`config.mk`:
```
export PLATFORM = sky130hd
export DESIGN_NAME = btn_conditioner
export DESIGN_NICKNAME = d
export VERILOG_FILES = /design/src/rtl/btn_conditioner.sv
export SDC_FILE = /design/constraint.sdc
export NUM_CORES = 1
export LEC_CHECK = 0
export ABC_AREA = 1
export CAP_MARGIN = 20
export CORE_MARGIN = 1.5
export CORE_UTILIZATION = 55
export DETAILED_ROUTE_END_ITERATION = 8
export GPL_TIMING_DRIVEN = 0
export MAX_ROUTING_LAYER = met4
export PLACE_DENSITY = 0.77
export SKIP_CTS_REPAIR_TIMING = 1
export SLEW_MARGIN = 20
export SYNTH_ARGS = -nofsm -noshare
export SYNTH_HDL_FRONTEND = slang
export SYNTH_SLANG_ARGS = --single-unit
```
`constraint.sdc`:
```
create_clock -name clk -period 5.25 [get_ports clk]
set_input_delay 0.525 -clock clk [delete_from_list [all_inputs] [get_ports clk]]
set_output_delay 0.525 -clock clk [all_outputs]
set_load 0.01 [all_outputs]
```
`src/rtl/btn_conditioner.sv`:
```
// Purpose: synchronise, debounce and edge-detect four push-buttons, then arbitrate a single held key.
// Latency: btns_clean DEBOUNCE_CYCLES+1 edges after raw change; key/pulse outputs one edge later.
// Backpressure: none; level inputs, all outputs registered, no flow control.
module btn_conditioner #(
  parameter int DEBOUNCE_CYCLES = 500000,  // must be >= 2
  parameter int CNT_W           = 19       // 2**CNT_W must cover DEBOUNCE_CYCLES
) (
  input  logic       clk,
  input  logic       reset,
  input  logic [3:0] btns_raw,
  output logic [3:0] btns_clean,
  output logic [3:0] press_pulse,
  output logic [1:0] key_num,
  output logic       key_held,
  output logic       key_event,
  output logic       multi_err
);

  localparam logic [CNT_W-1:0] CNT_MAX = CNT_W'(DEBOUNCE_CYCLES - 1);

  typedef enum logic [1:0] {
    IDLE    = 2'd0,
    HELD    = 2'd1,
    LOCKOUT = 2'd2
  } state_t;

  logic [3:0]       s1;
  logic [3:0]       s2;
  logic [CNT_W-1:0] cnt [4];
  logic [3:0]       clean_d;
  state_t           state;
  logic [2:0]       n_down;
  logic [1:0]       down_idx;
  logic [3:0]       held_mask;

  // Two-flop synchroniser for the asynchronous raw buttons.
  always_ff @(posedge clk) begin
    if (!reset) begin
      s1 <= '0;
      s2 <= '0;
    end else begin
      s1 <= btns_raw;
      s2 <= s1;
    end
  end

  // Per-bit debounce: a disagreement must persist DEBOUNCE_CYCLES cycles; any agreement restarts it.
  always_ff @(posedge clk) begin
    if (!reset) begin
      btns_clean <= '0;
      for (int i = 0; i < 4; i++) cnt[i] <= '0;
    end else begin
      for (int i = 0; i < 4; i++) begin
        if (s2[i] == btns_clean[i]) begin
          cnt[i] <= '0;
        end else if (cnt[i] == CNT_MAX) begin
          btns_clean[i] <= ~btns_clean[i];
          cnt[i]        <= '0;
        end else begin
          cnt[i] <= cnt[i] + CNT_W'(1);
        end
      end
    end
  end

  // Rising-edge detect on the debounced level; pulse lands the cycle after btns_clean rises.
  always_ff @(posedge clk) begin
    if (!reset) begin
      clean_d     <= '0;
      press_pulse <= '0;
    end else begin
      clean_d     <= btns_clean;
      press_pulse <= btns_clean & ~clean_d;
    end
  end

  // Count of buttons down, the index of the lowest one, and the mask of the accepted key.
  always_comb begin
    n_down    = 3'(btns_clean[0]) + 3'(btns_clean[1]) + 3'(btns_clean[2]) + 3'(btns_clean[3]);
    down_idx  = 2'd0;
    for (int i = 3; i >= 0; i--) begin
      if (btns_clean[i]) down_idx = 2'(i);
    end
    held_mask = 4'b0001 << key_num;
  end

  // Single-key arbiter: one button gives a key, any chord locks out until all buttons are up.
  always_ff @(posedge clk) begin
    if (!reset) begin
      state     <= IDLE;
      key_num   <= 2'd0;
      key_held  <= 1'b0;
      key_event <= 1'b0;
      multi_err <= 1'b0;
    end else begin
      key_event <= 1'b0;
      case (state)
        IDLE: begin
          if (n_down == 3'd1) begin
            state     <= HELD;
            key_num   <= down_idx;
            key_held  <= 1'b1;
            key_event <= 1'b1;
          end else if (n_down > 3'd1) begin
            state     <= LOCKOUT;
            multi_err <= 1'b1;
          end
        end
        HELD: begin
          if (btns_clean == 4'b0000) begin
            state    <= IDLE;
            key_held <= 1'b0;
          end else if ((btns_clean & ~held_mask) != 4'b0000) begin
            state     <= LOCKOUT;
            key_held  <= 1'b0;
            multi_err <= 1'b1;
          end
        end
        LOCKOUT: begin
          if (btns_clean == 4'b0000) begin
            state     <= IDLE;
            multi_err <= 1'b0;
          end
        end
        default: begin
          state     <= IDLE;
          key_held  <= 1'b0;
          multi_err <= 1'b0;
        end
      endcase
    end
  end

endmodule

```
---- Word level (Yosys, flattened, before mapping) ----
Memories as Yosys holds them, arrays and structs flattened.
Index checks and enable logic that the tools add are counted.
cells by class
  magnitude comparators ................... 1
  add/sub/neg operators ................... 7
  shift-type cells ........................ 1
  bitwise operators ....................... 25
  reductions and logical operators ........ 12
  muxes and demuxes ....................... 78
  equality and inequality tests ........... 19
operator list
  kind                     count
  $mux W19                 12
  $add A19 B1 Y19 const B  4
  $eq A19 B19 Y1 const B   4
  $mux W1                  54
  $mux W2                  9
  $ne A2 B2 Y1 const B     6
  $or A1 B1 Y1             12
  $reduce_and A2 Y1        6
  $not A1 Y1               9
  $and A4 B4 Y4            2
  $not A4 Y4               2
  $ne A3 B3 Y1 const B     2
  $pmux W1 S3              2
  $pmux W2 S3              1
  $reduce_and A3 Y1        2
  $reduce_and A5 Y1        1
  $eq A1 B1 Y1             4
  $logic_not A4 Y1         1
  $reduce_bool A4 Y1       1
  $shl A1 B2 Y4 const A    1
  $add A2 B1 Y3            1
  $add A3 B1 Y3            1
  $eq A3 B1 Y1 const B     1
  $gt A3 B1 Y1 const B     1
  4 further kinds          4
word-level totals
  register bits after elaboration ......... 27
  input bits .............................. 6
  output and inout port bits .............. 13
  bits in writable memories ............... 76
  memories ................................ 1
memory list
  memory  words  width  read ports  clocked after Yosys merged registers in  write ports  RTL line  RTL
  cnt     4      19     4           0                                        4            29        logic [CNT_W-1:0] cnt [4];

---- Longest topological paths before layout ----
Gate-level depths: netlist of run 1.
  word-level depth ........................ 7
  gate-level depth with buffers ........... 14
  depth with buffers taken out ............ 13

---- Worst setup path before layout of run 1 ----
OpenSTA, ideal clock, no wires.
  path kind ............................... reg-to-reg
  start point ............................. reg btns_clean[0]
  end point ............................... reg key_num[1]
  stages on the path, launching flop included .. 13
  setup slack ............................. 2.961 ns
  arrival ................................. 2.170 ns
  library setup time ...................... 0.119 ns
  cells stage by stage .................... dfxtp_1 > inv_1 > fa_1 > inv_1 > ha_1 > inv_1 > ha_1 > nor2_1 > nand2_1 > nor2_1 > inv_1 > o21ai_0 > a21oi_1
on the way
  longest elaborated chain between the ends .. 5
  elaborated cells on any way between the ends .. 6
  those cells by class .................... add/sub (3); eq/ne (1); mux (1); reduce/logical (1)
RTL lines
  item                               RTL line  RTL
  from (decl)                        11        output logic [3:0] btns_clean,
  from (signal, indexed assignment)  57        btns_clean[i] <= ~btns_clean[i];
  $add A1 B1 Y2                      79        n_down = 3'(btns_clean[0]) + 3'(btns_clean[1]) + 3'(btns_clean[2]) + 3'(btns_clean[3]);
  $add A2 B1 Y3                      79
  $add A3 B1 Y3                      79
  $eq A3 B1 Y1                       99        if (n_down == 3'd1) begin
  $reduce_and A2 Y1 (no line)        n/a
  to (signal assigned)               101       key_num <= down_idx;
  to (decl)                          13        output logic [1:0] key_num,
Several ways; a longest one is shown, not always the timed one.
A chain may end at the register's enable or synchronous reset.

---- Worst setup path after layout of run 1 ----
  start point ............................. reg btns_clean[0]
  end point ............................... reg state[0]
on the way
  longest elaborated chain between the ends .. 6
  elaborated cells on any way between the ends .. 15
  those cells by class .................... add/sub (3); order compare (1); eq/ne (4); mux (3); bitwise (1); reduce/logical (3)
RTL lines
  item                                                               RTL line  RTL
  $add A1 B1 Y2                                                      79
  $add A2 B1 Y3                                                      79
  $add A3 B1 Y3                                                      79
  $gt A3 B1 Y1 / $eq A3 B1 Y1 (equally long branches)                104, 99
  $ne A3 B3 Y1 (no line) / $mux W2 (equally long branches)           n/a
  $reduce_and A3 Y1 (no line) / $pmux W2 S3 (equally long branches)  n/a
  to (signal assigned)                                               105       state <= LOCKOUT;
  to (signal assigned)                                               111       state <= IDLE;
  to (signal assigned)                                               114       state <= LOCKOUT;
  to (decl)                                                          31        state_t state;
Several ways; a longest one is shown, not always the timed one.

==> summary.md, run 1 <==
| Metric | Value |
|---|---|
| Total GRT Usage | `0.216` |
| Clock skew | `0.00874 ns` |
| Number of global-route vias before repair | `4,401` |
| First-pass GRT wire length | `18,900 µm` |
| CP startpoint kind | `register` |
| Top cell type's share of synthesized area | `0.400` |
| Fin crit share | `0.487` |
| Compound-cell area share of the yosys netlist | `0.0476` |
| Routed Antenna Nets | `0` |
| Initial antenna violation count | `0` |
| DP Wirelength | `8130 µm` |
| Drt pass-1 iters | `5` |
| Seq/Total Area, Yosys | `0.495` |
| Area of the core | `9910 µm²` |
| Total CTS buffers | `9` |
| Area grow syn2layout | `14.6%` |
| Setup CP Type | `reg -> reg` |
| Post-synthesis register bit count | `103` |
| CTS tree | `yes` |
| Critical Path RT | `5.56 ns` |
| Post-DP Area | `6330 µm²` |
| Post-synthesis average cell area | `8.02 µm²` |
| Clock-pin slew on the worst setup and hold paths | `0.10 ns` |
| Fmax | `391 MHz` |
| Multi-input logic area | `2810 µm²` |
| # port buffers | `18` |
| Largest family of logic cells by synthesized area | `simple AND/OR/NAND/NOR gates` |
| DRT iter0 DRCs | `162` |
| Setup slack at placement | `2.70 ns` |
| ANT cells | `0` |
| Via density per instance | `4.89` |
| Worst Setup End Kind | `register` |
| Post-Synth XOR/XNOR Area | `0.0476` |
| Mapped Cells | `711` |
| Proportion of synthesized area in mux cells | `0` |
| Fin. Hold Viols | `0` |
| Adder-cell share of the synthesized area | `0.0211` |
| Vias | `4,662` |
| Hold Path Class | `reg -> reg` |
| Setup TNS Final | `0 ns` |
| Post-Layout Inst Area | `6540 µm²` |
| Synth Cell Area | `5700 µm²` |
| Die area | `11,000 µm²` |
| Die width | `105 µm` |
| Leading area contributor after synthesis | `edfxtp_1` |
| CP arrival | `2.87 ns` |
| Final Setup Violations | `0` |
| IO Count | `19` |
| Status | `finished, final reports clean` |
| CTS root buf | `clkbuf_8` |
| DRT Wirelength | `10,800 µm` |
| Share of layout cells above drive strength 1 | `0.0537` |
| H-tree levels | `3` |
| GP Congestion | `0.907` |
| Clock sinks | `103` |
| Max Fanout on Critical Path | `9` |
| Maximum buffer depth of the clock tree | `2` |
| Final Critical Period | `2.56 ns` |
| Simple-gate share of the synthesized area | `0.327` |
| Routed len/inst | `11.3 µm` |
| Die H | `105 µm` |
| Total gr overflow | `0` |
| Lkg Pwr | `2.64 nW` |
| Fill cell count | `875` |
| Distinct cells, synth | `33` |
| Max-cap viol count | `0` |
| Top cells by area, synth | `edfxtp_1 40%, nand2_1 12%, nor2_1 10%, dfxtp_1 9.5%, inv_1 5.0%` |
| VDD IR max | `166 µV` |
| # nets final | `830` |
| Pins over their slew limit | `0` |
| RSZ-0062 raised after global routing | `no` |
| Seq. cell area | `2820 µm²` |
| # DRC | `0` |
| Rows | `36` |
| Starting Density | `0.575` |
| Clock Latency Late Sink | `0.38 ns` |
| Final WS setup | `2.69 ns` |
| Cell area power density | `234 nW/µm²` |
| Pin count of the biggest net entering global routing | `17` |
| Synth warnings | `0` |
-- registers in the layout (all words and copies together) (netlist names) --
name / cells
cnt: 76
multi_err: 1
s1: 4
key_event: 1
state: 2
key_held: 1
press_pulse: 4
clean_d: 4
btns_clean: 4
key_num: 2
s2: 4
-- metal layers --
| metal | global-route usage | vias to the layer above | share of wire |
|---|---|---|---|
| met5 | - | - | 0 |
| met4 | 0.0939 | 0 | 0.017 |
| met3 | 0.0337 | 17 | 0.043 |
| met2 | 0.339 | 107 | 0.47 |
| met1 | 0.278 | 2117 | 0.47 |
| li1 | - | 2421 | - |
-- power breakdown --
group	internal, mW	switching, mW
Sequential	0.900	0.0304
Combinational	0.0252	0.0467
Clock	0.249	0.277
Total	1.17	0.354
-- cell usage after synthesis --
cell type  count
nand2_1      178
nor2_1       155
edfxtp_1      76
inv_1         76
a21oi_1       34
nand3_1       33
dfxtp_1       27
xor2_1        26
nand4_1       17
o21ai_0       15
nor3_1         9
ha_1           8
or2_0          8
nand3b_1       6
nand3_2        5
nor2_4         5
xnor2_1        5
nand2_2        4
a31oi_1        3
buf_6          3
or2_2          3
inv_2          2
nor2_2         2
nor3_2         2
buf_2          1
buf_4          1
clkbuf_1       1
clkbuf_2       1
conb_1         1
fa_1           1
nand2_4        1
nor3b_1        1
o21bai_1       1
-- path summary, 6_finish.rpt --
| path | from | to | slack [ns] | cells after the start |
|---|---|---|---|---|
| setup / recovery | btns_clean[0]$_SDFFE_PN0P_ | state[0]$_SDFFE_PN0P_ | 2.69 | 13 |
| hold / removal | clean_d[0]$_SDFF_PN0_ | press_pulse[0]$_SDFF_PN0_ | 0.39 | 1 |
| setup reg to reg | btns_clean[0]$_SDFFE_PN0P_ | state[0]$_SDFFE_PN0P_ | 2.69 | 13 |
| hold reg to reg | clean_d[0]$_SDFF_PN0_ | press_pulse[0]$_SDFF_PN0_ | 0.39 | 1 |
-- through the flow --
step | total power [mW] | util | instances | hold slack, ns
after CTS | 1.53 | 0.659 | 953 | 0.396
after detailed placement | 1.02 | 0.639 | 937 | 0.381
after global routing | 1.58 | 0.659 | 953 | 0.411
after global placement | 1.01 | 0.639 | 937 | 0.376
final | 1.53 | 0.659 | 953 | 0.389
after floorplan | 0.995 | - | 786 | 0.368
-- cell families after synthesis --
group           after synthesis
simple gates                429
compound gates               53
buf+inv                      85
other cells                   1
xor+xnor                     31
flops                       103
fa+ha+maj                     9
-- worst max-delay path, stage by stage, from the launching register on --
cell and delay (ns):
dfxtp_1 0.52, inv_1 0.14, fa_1 0.55, inv_1 0.04
ha_1 0.18, inv_1 0.06, ha_1 0.22, nor2_1 0.13
nand2_1 0.08, nor2_1 0.20, inv_1 0.10, nor2_1 0.15
inv_1 0.07, o21ai_0 0.06
-- layout make-up --
type / instances / area share
buffer: 7 / 0.00842
timing repair buffer: 18 / 0.0276
clock buffer: 11 / 0.0234
tap: 133 / 0.0255
inverter: 78 / 0.0448
sequential: 103 / 0.432
multi-input combinational: 598 / 0.430
clock inverter: 5 / 0.00823
-- cell usage in the layout (no fill, tap or decap), types with 17 or more instances in the layout --
| master | instances |
|---|---|
| nand2_1 | 178 |
| nor2_1 | 155 |
| inv_1 | 76 |
| edfxtp_1 | 76 |
| conb_1 | 76 |
| a21oi_1 | 34 |
| nand3_1 | 33 |
| dfxtp_1 | 27 |
| xor2_1 | 26 |
| clkdlybuf4s50_1 | 18 |
| nand4_1 | 17 |
Power figures use the tool's default switching activity.
==> run 2, diff against run 1 <==
==> constraint.sdc (replaced) <==
create_clock -name clk -period 2.7 [get_ports clk]
set_input_delay 0.27 -clock clk [delete_from_list [all_inputs] [get_ports clk]]
set_output_delay 0.27 -clock clk [all_outputs]
set_load 0.01 [all_outputs]
==> summary.md, run 2 (synthesis results as in run 1) <==
| Metric | Value |
|---|---|
| Fin crit share | `0.872` |
| Routed Antenna Nets | `0` |
| DRT Wirelength | `10,800 µm` |
| Pins over their slew limit | `0` |
| Setup CP Type | `reg -> reg` |
| RSZ-0062 raised after global routing | `no` |
| CP top delay family | `adder cells` |
| Final Critical Period | `2.36 ns` |
| Final design utilization | `0.661` |
| # nets final | `830` |
| CTS tree | `yes` |
| CP arrival | `2.63 ns` |
| Final Setup Violations | `0` |
| Max FFs per register | `76` |
| Path depth of the worst reg2reg path | `13` |
| CTS root buf | `clkbuf_8` |
| IO Count | `19` |
| M1 GR Usage | `0.278` |
| ANT cells | `0` |
| Most common cell after layout, fill and taps aside | `nand2_1` |
| Critical Path RT | `2.97 ns` |
| Hold Path Class | `reg -> reg` |
| Via density per instance | `4.89` |
| Setup TNS Final | `0 ns` |
| Die width | `105 µm` |
| Max-cap viol count | `0` |
| VDD IR max | `322 µV` |
| Die area | `11,000 µm²` |
| Lkg Pwr | `2.64 nW` |
| Drt pass-1 iters | `5` |
| Vias | `4,661` |
| Total GRT Usage | `0.216` |
| Number of global-route vias before repair | `4,401` |
| GP Congestion | `0.907` |
| Area grow syn2layout | `14.9%` |
| Rows | `36` |
| Met3 GRT Util | `0.0337` |
| CP most frequent cell | `inv_1` |
| First-pass GRT wire length | `18,900 µm` |
| Worst Setup End Kind | `register` |
| Max Fanout on Critical Path | `8` |
| CP startpoint kind | `register` |
| Area of the core | `9910 µm²` |
| Peak per-stage delay on the critical path | `0.47 ns` |
| Buf/Inv on CP | `5` |
| Clock sinks | `103` |
| Clock Latency Late Sink | `0.38 ns` |
| Routed len/inst | `11.3 µm` |
| DP Wirelength | `8130 µm` |
| Hold Path Cell Cnt | `1` |
| Fin. Hold Viols | `0` |
| Fill cell count | `871` |
| Total CTS buffers | `9` |
| Share of layout cells above drive strength 1 | `0.0585` |
| Cell area power density | `454 nW/µm²` |
| Worst path slowest cell | `fa_1` |
| # port buffers | `18` |
| M2 GR Usage | `0.339` |
| Clock-pin slew on the worst setup and hold paths | `0.10 ns` |
| Fmax | `425 MHz` |
| Initial antenna violation count | `0` |
| Status | `finished, final reports clean` |
| Most frequent cells in the layout | `178 x nand2_1, 153 x nor2_1, 76 x inv_1, 76 x edfxtp_1, 76 x conb_1` |
| DRT iter0 DRCs | `163` |
| Die H | `105 µm` |
| Stages on worst setup path | `13` |
| # DRC | `0` |
| Maximum buffer depth of the clock tree | `2` |
| Most flops, register | `cnt` |
| GR peak layer | `met2` |
| Hold_ws | `0.389 ns` |
| H-tree levels | `3` |
| Clock skew | `0.00874 ns` |
| Pin count of the biggest net entering global routing | `17` |
| Crit-path cells | `clkbuf_4, inv_1, fa_1, inv_1, ha_1, inv_1, ha_1, nor2_1, nand2_1, nor2_4, inv_1, o21ai_0, a21oi_1` |
| Starting Density | `0.575` |
| Total gr overflow | `0` |
-- run 2: worst register-to-register path, cell delays in order (launching register included) --
cell and delay, ns:
dfxtp_1 0.35, clkbuf_4 0.20, inv_1 0.06, fa_1 0.47, inv_1 0.04, ha_1 0.19
inv_1 0.06, ha_1 0.22, nor2_1 0.13, nand2_1 0.13, nor2_4 0.13, inv_1 0.08
o21ai_0 0.14, a21oi_1 0.05
-- run 2: per-stage QoR --
step | setup WS (ns) | area, µm² | cells | total power [mW]
5_1_grt | 0.0185 | 6550 | 953 | 3.08
3_3_place_gp | 0.246 | 6330 | 937 | 1.97
4_1_cts | 0.111 | 6540 | 953 | 2.98
6_report | 0.345 | 6550 | 953 | 2.97
2_1_floorplan | 0.411 | 5980 | 786 | 1.94
3_5_place_dp | 0.146 | 6330 | 937 | 1.98
-- run 2: worst paths after layout --
kind | from | end | slack, ns
min reg2reg | clean_d[0]$_SDFF_PN0_ | press_pulse[0]$_SDFF_PN0_ | 0.39
max | btns_clean[3]$_SDFFE_PN0P_ | key_num[1]$_SDFFE_PN0P_ | 0.34
max reg2reg | btns_clean[3]$_SDFFE_PN0P_ | key_num[1]$_SDFFE_PN0P_ | 0.34
min | clean_d[0]$_SDFF_PN0_ | press_pulse[0]$_SDFF_PN0_ | 0.39
-- run 2: routing by layer --
| metal | vias up | wire length, µm |
|---|---|---|
| met5 | - | 0 |
| met4 | 0 | 182 |
| met3 | 15 | 470 |
| met2 | 103 | 5000 |
| met1 | 2120 | 5100 |
| li1 | 2423 | - |
-- run 2: where the power goes --
group / switching, mW / internal, mW / total [mW] / leakage, nW
combinational: 0.0908 / 0.0490 / 0.140 / 1.53
sequential: 0.0592 / 1.75 / 1.81 / 1.00
clock: 0.538 / 0.483 / 1.02 / 0.106
-- run 2: cell type report --
cell class              count  area [µm²]  share of cell area
clock inverters             5        53.8             0.00821
well taps                 133         166              0.0254
plain buffers               7        57.6             0.00879
inverters                  78         293              0.0447
clock buffers              11         153              0.0233
multi-input cells         598        2820               0.431
flip-flops and latches    103        2830               0.431
repair buffers             18         180              0.0275
==> run 3, diff against run 2 <==
--- a/config.mk
+++ b/config.mk
@@ -10,11 +10,11 @@
 export CORE_MARGIN = 1.5
 export CORE_UTILIZATION = 55
 export DETAILED_ROUTE_END_ITERATION = 8
+export GPL_ROUTABILITY_DRIVEN = 0
 export GPL_TIMING_DRIVEN = 0
 export MAX_ROUTING_LAYER = met4
 export PLACE_DENSITY = 0.77
 export SKIP_CTS_REPAIR_TIMING = 1
-export SLEW_MARGIN = 20
 export SYNTH_ARGS = -nofsm -noshare
 export SYNTH_HDL_FRONTEND = slang
 export SYNTH_SLANG_ARGS = --single-unit
==> summary.md, run 3 (synthesis results as in run 1) <==
| Metric | Value |
|---|---|
| Total gr overflow | `0` |
| Pin count of the biggest net entering global routing | `18` |
| RSZ-0062 raised after global routing | `no` |
| Cell Count, Final, Fillers Out | `953` |
| First-pass GRT wire length | `19,100 µm` |
| Setup slack at placement | `0.143 ns` |
| Final design utilization | `0.664` |
| H-tree levels | `3` |
| Drt pass-1 iters | `5` |
| Fill cell count | `856` |
| Worst R2R Setup Slack | `0.27 ns` |
| Clock-pin slew on the worst setup and hold paths | `0.10 ns` |
| Fin. Hold Viols | `0` |
| RR Endpoint | `state[0]$_SDFFE_PN0P_` |
| Setup CP Type | `reg -> reg` |
| Max FFs per register | `76` |
| Critical Path RT | `3.00 ns` |
| Status | `finished, final reports clean` |
| Max Fanout on Critical Path | `8` |
| Critical path endpoint | `state[0]$_SDFFE_PN0P_` |
| Clock skew | `0.00765 ns` |
| Routed len/inst | `11.3 µm` |
| Multi-input logic area | `2810 µm²` |
| Seq. cell area | `2830 µm²` |
| Clock Latency Late Sink | `0.37 ns` |
| CP startpoint kind | `register` |
| Fmax | `411 MHz` |
| Area of the core | `9910 µm²` |
| Hold Path Class | `reg -> reg` |
| Hold_ws | `0.388 ns` |
| Most flops, register | `cnt` |
| IO Count | `19` |
| Area grow syn2layout | `15.3%` |
| Max-cap viol count | `0` |
| Cell area power density | `474 nW/µm²` |
| DRT Wirelength | `10,800 µm` |
| DP Wirelength | `8020 µm` |
| Die area | `11,000 µm²` |
| Die H | `105 µm` |
| Total GRT Usage | `0.218` |
| CTS root buf | `clkbuf_8` |
| Fin crit share | `0.901` |
| Path depth of the worst reg2reg path | `14` |
| Final WS setup | `0.268 ns` |
| Origin of the critical flop-to-flop path | `btns_clean[3]$_SDFFE_PN0P_` |
| # nets final | `830` |
| Setup TNS Final | `0 ns` |
| Final Critical Period | `2.43 ns` |
| Starting Density | `0.575` |
| Rows | `36` |
| Clock sinks | `103` |
| Via density per instance | `4.95` |
| Dpl cells | `937` |
| Vias | `4,721` |
| Crit path from | `btns_clean[3]$_SDFFE_PN0P_` |
| Initial antenna violation count | `0` |
| CP arrival | `2.73 ns` |
| CTS tree | `yes` |
| Die width | `105 µm` |
| Total CTS buffers | `9` |
| Most common cell after layout, fill and taps aside | `nand2_1` |
| Lkg Pwr | `2.66 nW` |
| Final Setup Violations | `0` |
| # DRC | `0` |
| Pins over their slew limit | `0` |
| Routed Antenna Nets | `0` |
| Worst Setup End Kind | `register` |
| Most frequent cells in the layout | `178 x nand2_1, 154 x nor2_1, 76 x inv_1, 76 x edfxtp_1, 76 x conb_1` |
| VDD IR max | `239 µV` |
| Share of layout cells above drive strength 1 | `0.0598` |
| DRT iter0 DRCs | `146` |
| Number of global-route vias before repair | `4,485` |
| ANT cells | `0` |
| Maximum buffer depth of the clock tree | `2` |
| # port buffers | `18` |
run 3: changes by cell type in the layout (fill, tap and decap cells not counted):
| cell | delta |
|---|---|
| clkbuf_16 | -1 |
| clkinv_4 | -1 |
| clkbuf_4 | -1 |
| inv_6 | +2 |
| clkinv_1 | -1 |
| bufinv_16 | +2 |
| inv_4 | -1 |
| clkbuf_1 | -1 |
| buf_2 | +1 |
| nor2_1 | +1 |
| clkinv_2 | +1 |
| nor2_4 | -1 |
run 3: how the worst min path moves through the flow:
stage | startpoint | end | slack, ns | cells after the start
after floorplan | btns_raw[0] | s1[0]$_SDFF_PN0_ | 0.37 | 2
after detailed placement | clean_d[1]$_SDFF_PN0_ | press_pulse[1]$_SDFF_PN0_ | 0.38 | 1
after global routing | clean_d[0]$_SDFF_PN0_ | press_pulse[0]$_SDFF_PN0_ | 0.41 | 1
final | clean_d[1]$_SDFF_PN0_ | press_pulse[1]$_SDFF_PN0_ | 0.39 | 1
after global placement | clean_d[3]$_SDFF_PN0_ | press_pulse[3]$_SDFF_PN0_ | 0.37 | 1
after CTS | clean_d[1]$_SDFF_PN0_ | press_pulse[1]$_SDFF_PN0_ | 0.39 | 1
run 3: report_power, final:
| part | leakage (nW) | internal, mW | total (mW) | switching (mW) |
|---|---|---|---|---|
| sequential | 1.00 | 1.75 | 1.81 | 0.0587 |
| combinational | 1.53 | 0.0490 | 0.139 | 0.0905 |
| clock | 0.124 | 0.619 | 1.17 | 0.548 |
| total | 2.66 | 2.42 | 3.12 | 0.697 |
run 3: layout make-up:
cell class | instances | share of cell area
timing repair buffer | 18 | 0.0274
multi-input combinational | 598 | 0.428
inverter | 78 | 0.0445
clock buffer | 9 | 0.0188
tap | 133 | 0.0253
buffer | 7 | 0.00837
clock inverter | 7 | 0.0179
sequential | 103 | 0.430
run 3: metrics by stage:
stage | total power, mW | cell area (µm²)
global route | 3.22 | 6580
global placement | 1.97 | 6330
floorplan | 1.94 | 5980
finish | 3.12 | 6580
CTS | 3.13 | 6570
detailed placement | 1.98 | 6330
run 3: critical path, stage by stage (launching register included):
cell,delay (ns)
dfxtp_1,0.36
buf_2,0.22
inv_1,0.08
fa_1,0.48
inv_1,0.04
ha_1,0.19
inv_1,0.06
ha_1,0.21
nor2_1,0.12
nand2_1,0.10
nor2_2,0.14
inv_1,0.08
nor2_1,0.13
inv_1,0.07
o21ai_0,0.07
run 3: metal layers:
layer / up-vias / track usage / wire (µm)
met2: 106 / 0.352 / 5100
li1: 2429 / - / -
met5: - / - / 0
met1: 2161 / 0.280 / 5000
met4: 0 / 0.0881 / 222
met3: 25 / 0.0256 / 430
